### config.mk
export PLATFORM = sky130hd
export DESIGN_NAME = hazard_ctrl
export DESIGN_NICKNAME = d
export VERILOG_FILES = /design/src/rtl/hazard_ctrl.sv
export SDC_FILE = /design/constraint.sdc
export NUM_CORES = 1
export LEC_CHECK = 0
export ABC_AREA = 1
export BUFFER_PORTS_ARGS = -buffer_cell sky130_fd_sc_hd__buf_2
export CAP_MARGIN = 40
export CORE_UTILIZATION = 49
export CTS_CLUSTER_SIZE = 40
export DETAILED_ROUTE_END_ITERATION = 8
export PLACE_DENSITY_LB_ADDON = 0.15
export SKIP_CTS_REPAIR_TIMING = 1
export SYNTH_ARGS = -nofsm -noshare
export SYNTH_HDL_FRONTEND = slang
export SYNTH_SLANG_ARGS = --single-unit
### constraint.sdc
create_clock -name clk -period 2.2 [get_ports clk]
set_clock_uncertainty 0.1 [all_clocks]
set_input_delay 0.11 -clock clk [delete_from_list [all_inputs] [get_ports clk]]
set_output_delay 0.11 -clock clk [all_outputs]
set_load 0.02 [all_outputs]
### src/rtl/hazard_ctrl.sv
// Purpose : hazard/stall sequencer for the 5-stage MIPS pipeline (load-use, branch, jump, dmem wait).
// Latency : zero; enables, flush and bubble are Mealy outputs of the current state and inputs.
// Backpr. : a dmem wait freezes PC and all pipeline registers until mem_ready; a load-use stalls PC and IF/ID.
module hazard_ctrl #(
  parameter int unsigned MEM_TIMEOUT = 16
) (
  input  logic        clk,
  input  logic        reset,
  input  logic        IDEX_MemRead,
  input  logic [4:0]  IDEX_Rt,
  input  logic [4:0]  IFID_Rs,
  input  logic [4:0]  IFID_Rt,
  input  logic        IFID_UsesRt,
  input  logic        Jump,
  input  logic        BranchTaken,
  input  logic        mem_req,
  input  logic        mem_ready,
  output logic        PC_enable,
  output logic        IFID_enable,
  output logic        IFID_flush,
  output logic        IDEX_enable,
  output logic        IDEX_bubble,
  output logic        EXMEM_enable,
  output logic        MEMWB_enable,
  output logic [15:0] stall_cycles,
  output logic [15:0] flush_count,
  output logic        mem_error
);

  typedef enum logic [1:0] {RUN, LOADUSE, FLUSH, MEMWAIT} state_t;

  localparam logic [7:0] LP_TIMEOUT = MEM_TIMEOUT[7:0];

  state_t      r_state;
  state_t      w_next_state;
  logic [7:0]  r_wait_cnt;
  logic [15:0] r_stall_cycles;
  logic [15:0] r_flush_count;
  logic        r_mem_error;

  logic        w_in_memwait;
  logic        w_loaduse;
  logic        w_freeze;
  logic        w_release;
  logic        w_flush_evt;
  logic [7:0]  w_wait_nxt;
  logic        w_pc_en;
  logic        w_ifid_en;
  logic        w_ifid_flush;
  logic        w_idex_en;
  logic        w_idex_bubble;
  logic        w_exmem_en;
  logic        w_memwb_en;

  // Hazard detection: a load in EX whose rt feeds the ID instruction; $zero never hazards.
  always_comb begin
    w_in_memwait = (r_state == MEMWAIT);
    w_loaduse    = IDEX_MemRead && (IDEX_Rt != 5'd0) &&
                   ((IDEX_Rt == IFID_Rs) || (IFID_UsesRt && (IDEX_Rt == IFID_Rt)));
    // Once in MEMWAIT only mem_ready releases the freeze.
    w_freeze     = w_in_memwait ? !mem_ready : (mem_req && !mem_ready);
    w_release    = w_in_memwait && mem_ready;
    // Counts frozen cycles of the current wait, first frozen cycle = 1; saturates so it cannot re-arm.
    w_wait_nxt   = w_in_memwait ? ((r_wait_cnt == 8'hFF) ? 8'hFF : r_wait_cnt + 8'd1) : 8'd1;
  end

  // Priority resolution of the pipeline controls and next state; everything is zero while in reset.
  always_comb begin
    w_pc_en       = 1'b1;
    w_ifid_en     = 1'b1;
    w_ifid_flush  = 1'b0;
    w_idex_en     = 1'b1;
    w_idex_bubble = 1'b0;
    w_exmem_en    = 1'b1;
    w_memwb_en    = 1'b1;
    w_flush_evt   = 1'b0;
    w_next_state  = RUN;
    if (w_freeze) begin
      w_pc_en      = 1'b0;
      w_ifid_en    = 1'b0;
      w_idex_en    = 1'b0;
      w_exmem_en   = 1'b0;
      w_memwb_en   = 1'b0;
      w_next_state = MEMWAIT;
    end else if (w_release) begin
      w_next_state = RUN;
    end else if (BranchTaken) begin
      w_ifid_flush  = 1'b1;
      w_idex_bubble = 1'b1;
      w_flush_evt   = 1'b1;
      w_next_state  = FLUSH;
    end else if (w_loaduse) begin
      w_pc_en       = 1'b0;
      w_ifid_en     = 1'b0;
      w_idex_bubble = 1'b1;
      w_next_state  = LOADUSE;
    end else if (Jump) begin
      w_ifid_flush = 1'b1;
      w_flush_evt  = 1'b1;
      w_next_state = FLUSH;
    end
    if (!reset) begin
      w_pc_en       = 1'b0;
      w_ifid_en     = 1'b0;
      w_ifid_flush  = 1'b0;
      w_idex_en     = 1'b0;
      w_idex_bubble = 1'b0;
      w_exmem_en    = 1'b0;
      w_memwb_en    = 1'b0;
      w_flush_evt   = 1'b0;
    end
  end

  // State, wait counter, saturating debug counters and sticky timeout flag.
  always_ff @(posedge clk or negedge reset) begin
    if (!reset) begin
      r_state        <= RUN;
      r_wait_cnt     <= 8'd0;
      r_stall_cycles <= 16'd0;
      r_flush_count  <= 16'd0;
      r_mem_error    <= 1'b0;
    end else begin
      r_state <= w_next_state;
      if (w_freeze) begin
        r_wait_cnt <= w_wait_nxt;
        if (w_wait_nxt == LP_TIMEOUT) r_mem_error <= 1'b1;
      end
      if (!w_pc_en && (r_stall_cycles != 16'hFFFF)) r_stall_cycles <= r_stall_cycles + 16'd1;
      if (w_flush_evt && (r_flush_count != 16'hFFFF)) r_flush_count <= r_flush_count + 16'd1;
    end
  end

  assign PC_enable    = w_pc_en;
  assign IFID_enable  = w_ifid_en;
  assign IFID_flush   = w_ifid_flush;
  assign IDEX_enable  = w_idex_en;
  assign IDEX_bubble  = w_idex_bubble;
  assign EXMEM_enable = w_exmem_en;
  assign MEMWB_enable = w_memwb_en;
  assign stall_cycles = r_stall_cycles;
  assign flush_count  = r_flush_count;
  assign mem_error    = r_mem_error;

endmodule

# == Yosys cells after proc, flatten, opt, wreduce, memory -nomap -nowiden ==
# Index checks and enable logic that the tools add are counted.
# classes
shift,0
muxes,26
n_div,0
mul,0
bitwise_logic,0
order_cmp,0
n_reduce_logical,12
addsub,3
n_eq_ne,7
# ops
op,n
"adder 16 x 1 -> 16 bit, second input constant",2
"!= test 16 bit, second input constant",2
2-to-1 mux 1 bit,19
2-to-1 mux 8 bit,2
equality test 5 bit,2
2-to-1 mux 2 bit,5
"adder 8 x 1 -> 8 bit, second input constant",1
"equality test 8 x 5 -> 1 bit, second input constant",1
"equality test 8 bit, second input constant",1
logical AND 1 bit,7
nonzero test 5 bit,1
"equality test 2 bit, second input constant",1
logical NOT 1 bit,2
AND reduction 2 bit,1
logical OR 1 bit,1
# word_totals
mem_count,0
regBits,43
latch_bits,0
input_bits,23
wordCells,53
output_inout_bits,40
ramBits,0
mem_bits_ro,0

# == Logic depth before layout (Yosys ltp) ==
# Gate-level depths: netlist of run 1.
# logic_depth
word_depth,11
mapped_depth,13
mapped_depth_nobuf,12

# == Worst setup path after synthesis of run 1 ==
# OpenSTA, ideal clock, no wires.
# synth_timing
path_type,flip-flop to flip-flop
startpoint,"register r_flush_count[0], in the netlist flush_count[0]"
endpoint,"register r_flush_count[12], in the netlist flush_count[12]"
setup_time_ns,0.118
required_time_ns,1.982
stages_incl_launch_ff,10
arrival_time_ns,1.670
path_buffers,1
setup_slack_ns,0.311
synth_period_minus_slack_ns,1.889
cell_sequence,dfrtp_1 > ha_1 > nand3_2 > nor2_4 > nand2_2 > nor2_4 > nand4_4 > buf_2 > nand4_1 > nand2_1
# synth_between
elab_chain_len,2
word_cells_on_any_way,3
classes_between,1 x add/sub; 1 x eq/ne; 1 x reduce/logical
# synth_rtl
element,line_no,text
start: declaration,38,logic [15:0] r_flush_count;
start signal: assignment,129,if (w_flush_evt && (r_flush_count != 16'hFFFF)) r_flush_count <= r_flush_count + 16'd1;
"parallel branches: the longest is 2 deep, another holds adder 16 x 1 -> 16 bit",n/a,
# Several ways; the timed one is not identified.
# A chain may end at the register's enable or synchronous reset.

# == Final worst setup path of run 1 ==
# layout_timing
startpoint,register r_state[0]
endpoint,output port PC_enable
# layout_between
elab_chain_len,5
word_cells_on_any_way,6
classes_between,1 x eq/ne; 4 x mux; 1 x reduce/logical
# layout_rtl
element,line_no,text
start: declaration,34,state_t r_state;
start signal: assignment,123,r_state <= w_next_state;
equality test 2 bit *,57,w_in_memwait = (r_state == MEMWAIT);
logical AND 1 bit,62,w_release = w_in_memwait && mem_ready;
2-to-1 mux 1 bit,85,end else if (w_release) begin
2-to-1 mux 1 bit *,78,if (w_freeze) begin
2-to-1 mux 1 bit *,102,if (!reset) begin
end: declaration,18,"output logic PC_enable,"
# Mark *: on every way between the ends. The rest lies on a longest branch, timed or not.

==> flow_summary.toml, run 1 <==
[status]
outcome = "finished, final reports clean"

[clock_network]
cts.clk_slew.worst_paths_ns = 0.07
clockRootBuffer = "clkbuf_8"
clk_path_buf_depth = 2
clk-insertion-delay-late_ns = 0.29
cts_inserted_buffers = 5
h-tree-depth = 2
numClockSinks = 43
cts_tree = "done"

[timing]
holdWs_ns = 0.0313
tns_ns = 0
timing.fmax_mhz = 492
finalHoldViolCount = 0
fin_crit_sh_pct = 92.5
slew_headroom_pct = 61.7
worstMarginPinSlew_ns = 0.572
finalSetupViolations = 0
slew_violations = 0
rsz0062_at_grt = "no"
fin_crit_ns = 2.03

[routing]
postRouteAntennaNets = 0
wl_um = 6620
avgRoutedWirePerCell_um = 12.0
drt_iter0_drc = 192
firstDrtPassIters = 5
vias = 2803
post-route-drc-count = 0
via_per_inst = 5.10

[setup_path]
crit_top_cell = "inv_1"
cp_slowest_stage_delay_ns = 0.50
worstPathMaxFanout = 18
startpoint_type = "flop"
required_ns = 1.99
end_kind = "output pin"
worst_path_dominant_cell_family = "compound AO/OA/AOI/OAI gates"
crit_arrival_ns = 1.82
r2r_slack_ns = 0.17
worstSetupPathType = "flop to output pin"
cp_cell_sequence = "nand2_2 > nor2_1 > inv_1 > nand2_1 > o21ai_4 > inv_1 > buf_2"
critPathBufInv = 3
crit_path_top_delay_cell = "o21ai_4"

[pwr]
p_per_area_nw_per_um2 = 683
p_leak_nw = 1.86
max-vdd-ir-drop_v = 0.000461

[place]
dp_hpwl_um = 4930
io_buffer_count = 62
gp_congestion = 0.902

[finish]
n_antenna_cell = 0
drive_gt1_share_pct = 22.2
final_util_pct = 62.1
area_growth_pct = 19.4
final_cell_mix = "138 x nand2_1, 62 x buf_2, 43 x dfrtp_1"
final_common_cell = "nand2_1"
nets = 503

[synth]
ys_ff_latch = 43
synth_nets = 433
netlist_instances = 407
synth_cell_type_count = 31
syn_area_um2 = 2940
synth_top_area_share_pct = 36.7
seq_area_frac_synth_pct = 36.7
yosysTopAreaCell = "dfrtp_1"
yosysWarnings = 0
synth_area_leaders = "dfrtp_1 37%, nand2_1 18%, nand3_1 7.0%, inv_1 5.2%, xor2_1 5.1%"
syn-mean-instance-area_um2 = 7.21

[global_routing]
grt_pass1_vias = 2606
antenna_found_initial = 0
grt_max_degree = 44
grt_usage_pct = 22.8
gr-total-overflow = 0
grt_pass1_wl_um = 11400

[floorplan]
die_x_um = 79.4
placementRows = 27
start_util_pct = 52.0
io-pin-count = 63
die_h_um = 79.4
core_area_um2 = 5640
die_area_um2 = 6300

[worst_hold_path]
hp-class = "primary input to flop"

[flow_run]
maxCapViolCount = 0
==> metrics by stage <==
step,power [mW],area [um2],setup WS [ns],instances
detailed placement,1.68,3310,0.148,537
global placement,1.66,3310,0.155,537
floorplan,1.45,2940,0.311,407
global route,2.54,3500,0.00656,550
CTS,2.42,3440,0.124,545
finish,2.39,3500,0.166,550
==> final cells by class <==
cell class                      instances  area (um2)
Clock inverter                          2        60.1
Multi-Input combinational cell        306        1630
Clock buffer                            6        72.6
Fill cell                             529        2140
Timing Repair Buffer                   73         398
Sequential cell                        43        1080
Tap cell                               72        90.1
Inverter                               48         181
==> synthesized netlist by cell type <==
| cell | count |
|---|---|
| nand3_1 | 41 |
| nor3_2 | 2 |
| ha_1 | 3 |
| nand3b_1 | 1 |
| nor3_1 | 7 |
| nand2_2 | 5 |
| nand4_4 | 1 |
| o21ai_0 | 12 |
| nand4_1 | 19 |
| inv_2 | 6 |
| nor2_2 | 2 |
| o22ai_1 | 2 |
| nand2_4 | 1 |
| clkinv_2 | 1 |
| a31oi_1 | 1 |
| a21oi_1 | 3 |
| nor2_4 | 2 |
| dfrtp_1 | 43 |
| buf_4 | 4 |
| nor2_8 | 1 |
| nand2_1 | 138 |
| buf_6 | 2 |
| nand3_2 | 3 |
| nor2_1 | 29 |
| o211ai_1 | 1 |
| o21ai_4 | 2 |
| nand3_4 | 1 |
| buf_2 | 4 |
| xor2_1 | 17 |
| xnor2_1 | 12 |
| inv_1 | 41 |
==> final timing paths <==
kind | startpoint | end | cells past startpoint
setup / recovery | r_state[0] | PC_enable | 7
max in group asynchronous | reset | flush_count[15] | 3
hold reg to reg | mem_error | mem_error | 2
hold / removal | mem_req | r_state[1] | 3
min in group asynchronous | reset | mem_error | 3
setup reg to reg | flush_count[1] | flush_count[15] | 9
==> registers in the layout, summed over array words and instances (netlist names) <==
register and count:
stall_cycles 16, flush_count 16, r_wait_cnt 8, mem_error 1, r_state 2
==> worst register-to-register path: cells and delay by family, from the launching register on <==
kind	cells	cell delay [ns]
DFF	1	0.43
adders and majority gates	1	0.26
and+or+nand+nor	8	1.18
==> power breakdown <==
part,internal [mW],switching [mW]
clock network,0.454,0.269
logic,0.248,0.409
registers,0.884,0.131
==> logic make-up (layout without fill, tap and decap cells) <==
logic type	Yosys count	after routing	share of synthesized area, %
compound gates	21	21	4.56
xor+xnor	29	29	8.65
fa+ha+maj	3	3	1.28
buf+inv	58	129	8.65
flops	43	43	36.7
simple gates	253	253	40.2
==> layer usage <==
layer	vias to the layer above	global-route usage (%)	share of wire (%)
met2	63	39.9	49
met5	-	0	0
li1	1443	-	-
met4	0	7.27	0.97
met3	6	3.89	3.2
met1	1291	28.3	47
Power figures use the tool's default switching activity.
==> run 2: changes to the inputs <==
--- a/config.mk
+++ b/config.mk
@@ -8,11 +8,10 @@
 export ABC_AREA = 1
 export BUFFER_PORTS_ARGS = -buffer_cell sky130_fd_sc_hd__buf_2
 export CAP_MARGIN = 40
-export CORE_UTILIZATION = 49
+export CORE_UTILIZATION = 59
 export CTS_CLUSTER_SIZE = 40
 export DETAILED_ROUTE_END_ITERATION = 8
 export PLACE_DENSITY_LB_ADDON = 0.15
-export SKIP_CTS_REPAIR_TIMING = 1
 export SYNTH_ARGS = -nofsm -noshare
 export SYNTH_HDL_FRONTEND = slang
 export SYNTH_SLANG_ARGS = --single-unit
==> constraint.sdc (replaced) <==
create_clock -name clk -period 2.6 [get_ports clk]
set_clock_uncertainty 0.1 [all_clocks]
set_input_delay 0.13 -clock clk [delete_from_list [all_inputs] [get_ports clk]]
set_output_delay 0.13 -clock clk [all_outputs]
set_load 0.02 [all_outputs]
==> run 2 against run 1 <==
Die area shrank 17%. Sequential power shrank 13%. Worst hold slack lost 0.0012 ns. Critical path depth rose by 2. Critical endpoint is now IFID_enable.
==> flow_summary.toml, run 2 (synthesized netlist as in run 1, its figures left out) <==
[status]
outcome = "finished, final reports clean"

[timing]
worstMarginPinSlew_ns = 0.530
fin_crit_sh_pct = 86.5
holdWs_ns = 0.0301
timing.fmax_mhz = 444
slew_headroom_pct = 64.6
tns_ns = 0
setup_ws_ns = 0.350
rsz0062_at_grt = "no"
fin_crit_ns = 2.25
finalSetupViolations = 0
finalHoldViolCount = 0
slew_violations = 0

[global_routing]
grt_max_degree = 44
grt_pass1_vias = 2620
gr-total-overflow = 0
grt_pass1_wl_um = 11300
antenna_found_initial = 0
grt_usage_pct = 27.0

[floorplan]
start_util_pct = 61.7
core_area_um2 = 4750
die_x_um = 72.5
io-pin-count = 63
placementRows = 25
die_area_um2 = 5260
die_h_um = 72.5

[clock_network]
post-cts-setup-buffers = 0
numClockSinks = 43
clk_path_buf_depth = 2
cts.clk_slew.worst_paths_ns = 0.09
cts_inserted_buffers = 5
clk-insertion-delay-late_ns = 0.30
h-tree-depth = 2
clockRootBuffer = "clkbuf_8"
cts_tree = "done"
cts_resized = 0

[place]
place_ws_ns = 0.468
gp_congestion = 0.885
io_buffer_count = 62
place_area_um2 = 3260
dp_hpwl_um = 4670

[finish]
final_cell_mix = "138 x nand2_1, 62 x buf_2, 43 x dfrtp_1"
n_antenna_cell = 0
nets = 495
design_area_um2 = 3380
nFillCells = 431
drive_gt1_share_pct = 20.9
area_growth_pct = 15.1
final_common_cell = "nand2_1"

[setup_path]
r2r_slack_ns = 0.42
critical_path.endpoint = "IFID_enable"
rr_endpoint = "stall_cycles[9]"
required_ns = 2.37
crit_arrival_ns = 2.02
end_kind = "output pin"
worstPathMaxFanout = 18
startpoint = "mem_ready"
reg2reg_from = "stall_cycles[0]"
rr_worst_depth = 9
worstSetupPathType = "primary input to output pin"
startpoint_type = "primary input"

[flow_run]
maxCapViolCount = 0

[routing]
drt_iter0_drc = 201
vias = 2734
avgRoutedWirePerCell_um = 11.8
postRouteAntennaNets = 0
post-route-drc-count = 0
via_per_inst = 5.09
wl_um = 6310
firstDrtPassIters = 5

[worst_hold_path]
hold_path_depth = 3
hp-class = "primary input to flop"

[pwr]
p_leak_nw = 1.80
p_per_area_nw_per_um2 = 544
max-vdd-ir-drop_v = 0.000410
-- run 2: timing repair --
| action | in CTS | in global routing |
|---|---|---|
| hold buffers | 2 | 0 |
| hold endpoints to repair | 45 | 0 |
| setup endpoints to repair | 0 | 0 |
-- run 2: stage by stage --
step | util, % | total power, mW | cells
2_1_floorplan | - | 1.23 | 407
3_3_place_gp | 68.7 | 1.38 | 527
3_5_place_dp | 68.7 | 1.40 | 527
4_1_cts | 71.1 | 1.86 | 537
5_1_grt | 71.1 | 1.96 | 537
6_report | 71.1 | 1.84 | 537
-- run 2: worst max-delay path: stages --
cell and delay (ns):
dlygate4sd3_1 0.53, buf_2 0.13, inv_1 0.19, nor2_1 0.08, inv_1 0.10, nand2_1 0.11
o21ai_4 0.46, inv_1 0.10, buf_2 0.18
-- run 2: per-layer routing --
metal  track usage, %  vias up  wire (um)
li1                 -     1424          -
met1             34.2     1253       2980
met4             9.15        0         55
met3             3.47        5        190
met5                0        -          0
met2             47.6       52       3090
-- run 2: worst min path at each step --
| stage | slack, ns | from | to |
|---|---|---|---|
| 3_3_place_gp | 0.15 | reset | r_wait_cnt[4] |
| 4_1_cts | 0.02 | mem_req | r_state[1] |
| 3_5_place_dp | 0.15 | reset | r_wait_cnt[5] |
| 5_1_grt | 0.03 | mem_req | r_state[1] |
| 6_report | 0.03 | mem_req | r_state[1] |
| 2_1_floorplan | -0.27 | reset | flush_count[0] |
-- run 2: area by class of cell --
cell class                 instances  area [um2]  area share [%]
multi-input combinational        306        1610            47.5
sequential                        43        1080            31.8
timing repair buffer              65         338            10.0
inverter                          48         181            5.37
tap                               67        83.8            2.48
clock buffer                       5        68.8            2.04
clock inverter                     3        26.3           0.777
-- run 2: power breakdown --
group	switching (mW)	internal (mW)
Clock	0.252	0.198
Sequential	0.128	0.747
Combinational	0.323	0.191
==> run 3: changes to the inputs <==
--- a/config.mk
+++ b/config.mk
@@ -9,7 +9,6 @@
 export BUFFER_PORTS_ARGS = -buffer_cell sky130_fd_sc_hd__buf_2
 export CAP_MARGIN = 40
 export CORE_UTILIZATION = 59
-export CTS_CLUSTER_SIZE = 40
 export DETAILED_ROUTE_END_ITERATION = 8
 export PLACE_DENSITY_LB_ADDON = 0.15
 export SYNTH_ARGS = -nofsm -noshare
==> constraint.sdc (replaced) <==
create_clock -name clk -period 2.6 [get_ports clk]
set_clock_uncertainty 0.1 [all_clocks]
set_input_delay 0.52 -clock clk [delete_from_list [all_inputs] [get_ports clk]]
set_output_delay 0.52 -clock clk [all_outputs]
set_load 0.02 [all_outputs]
==> run 3 against run 2 <==
Worst setup slack worse by 0.15 ns. Wire length increased by 3.5%. Sequential power hardly changed. Clock-buffer cell count up 1. Non-clock buffer count fell by 1. Die area unchanged. Largest cell class unchanged.
==> flow_summary.toml, run 3 (synthesized netlist as in run 1, its figures left out) <==
[routing]
wl_um = 6530
post-route-drc-count = 0
postRouteAntennaNets = 0
vias = 2820
via_per_inst = 5.27
firstDrtPassIters = 4
avgRoutedWirePerCell_um = 12.2
drt_iter0_drc = 274

[setup_path]
critical_path.endpoint = "IFID_flush"
worstPathMaxFanout = 8
reg2reg_from = "stall_cycles[0]"
end_kind = "output pin"
r2r_slack_ns = 0.47
required_ns = 1.98
startpoint = "r_state[0]"
rr_worst_depth = 9
rr_endpoint = "stall_cycles[11]"
worstSetupPathType = "flop to output pin"
crit_arrival_ns = 1.78
startpoint_type = "flop"

[pwr]
total_power_mw = 1.90
max-vdd-ir-drop_v = 0.000316
p_leak_nw = 1.80
p_per_area_nw_per_um2 = 564

[timing]
timing.fmax_mhz = 418
finalSetupViolations = 0
tns_ns = 0
rsz0062_at_grt = "no"
slew_violations = 0
slew_headroom_pct = 63.8
finalHoldViolCount = 0
fin_crit_ns = 2.40
fin_crit_sh_pct = 92.1
worstMarginPinSlew_ns = 0.543

[clock_network]
clk-insertion-delay-late_ns = 0.30
post-cts-setup-buffers = 0
clk_path_buf_depth = 2
cts_tree = "done"
clockRootBuffer = "clkbuf_8"
cts.clk_slew.worst_paths_ns = 0.08
numClockSinks = 43
h-tree-depth = 2
postCtsHoldBufs = 0
cts_inserted_buffers = 5
cts_resized = 0

[floorplan]
die_area_um2 = 5260
io-pin-count = 63
die_h_um = 72.5
core_area_um2 = 4750
start_util_pct = 61.7
placementRows = 25
die_x_um = 72.5

[global_routing]
grt_pass1_wl_um = 11200
antenna_found_initial = 0
grt_pass1_vias = 2618
grt_usage_pct = 26.8
grt_max_degree = 44
gr-total-overflow = 0

[finish]
final_util_pct = 71.0
area_growth_pct = 15.0
nFillCells = 416
n_antenna_cell = 0
nets = 494
final_common_cell = "nand2_1"
drive_gt1_share_pct = 20.7
final_cell_mix = "138 x nand2_1, 62 x buf_2, 43 x dfrtp_1"
design_area_um2 = 3370
instances_no_fill = 535

[place]
gp_congestion = 0.894
dp_hpwl_um = 4760
io_buffer_count = 62
place_area_um2 = 3270
dp.cells = 528

[worst_hold_path]
hp-class = "primary input to asynchronous set/reset pin"

[status]
outcome = "finished, final reports clean"

[flow_run]
maxCapViolCount = 0
[run 3: changes by cell type in the layout (fill, tap and decap cells not counted)]
cell	delta
bufinv_16	+1
dlygate4sd3_1	-2
inv_6	-2
buf_4	+1
clkinv_4	-1
clkbuf_1	+1
[run 3: worst min-delay path by stage]
stage | from | to | cells after the start
final | reset | r_wait_cnt[4] | 2
after global routing | reset | r_wait_cnt[3] | 2
after CTS | reset | stall_cycles[3] | 2
after detailed placement | mem_error | mem_error | 2
after global placement | mem_error | mem_error | 2
after floorplan | reset | flush_count[0] | 0
[run 3: critical path, stage by stage (launching register included)]
cell	delay, ns
dfrtp_1	0.37
nand2_2	0.10
inv_2	0.08
o21ai_4	0.22
inv_2	0.14
nor2_8	0.14
nand2_2	0.08
a21oi_1	0.16
buf_2	0.19
[run 3: per-stage QoR]
stage          hold WS, ns  setup slack, ns
4_1_cts              0.219            0.190
3_5_place_dp         0.346            0.359
3_3_place_gp         0.342            0.392
2_1_floorplan        0.124            0.324
6_report             0.187            0.205
5_1_grt              0.243           0.0588
[run 3: power by group]
group / total (mW) / internal (mW) / switching [mW]
Combinational: 0.509 / 0.190 / 0.319
Clock: 0.514 / 0.282 / 0.232
Sequential: 0.879 / 0.747 / 0.132
[run 3: cell type report]
type | instances | area (um2) | share of cell area [%]
multi-input cells | 306 | 1610 | 47.6
repair buffers | 64 | 325 | 9.64
flip-flops and latches | 43 | 1080 | 31.9
clock inverters | 1 | 30.0 | 0.890
well taps | 67 | 83.8 | 2.48
inverters | 48 | 181 | 5.38
clock buffers | 6 | 72.6 | 2.15
[run 3: routing by layer]
layer	track usage (%)	vias up	share of wire, %
met5	0	-	0
met4	8.93	0	2.0
met3	4.44	14	4.8
met2	48.1	83	51
met1	32.5	1305	43
li1	-	1418	-
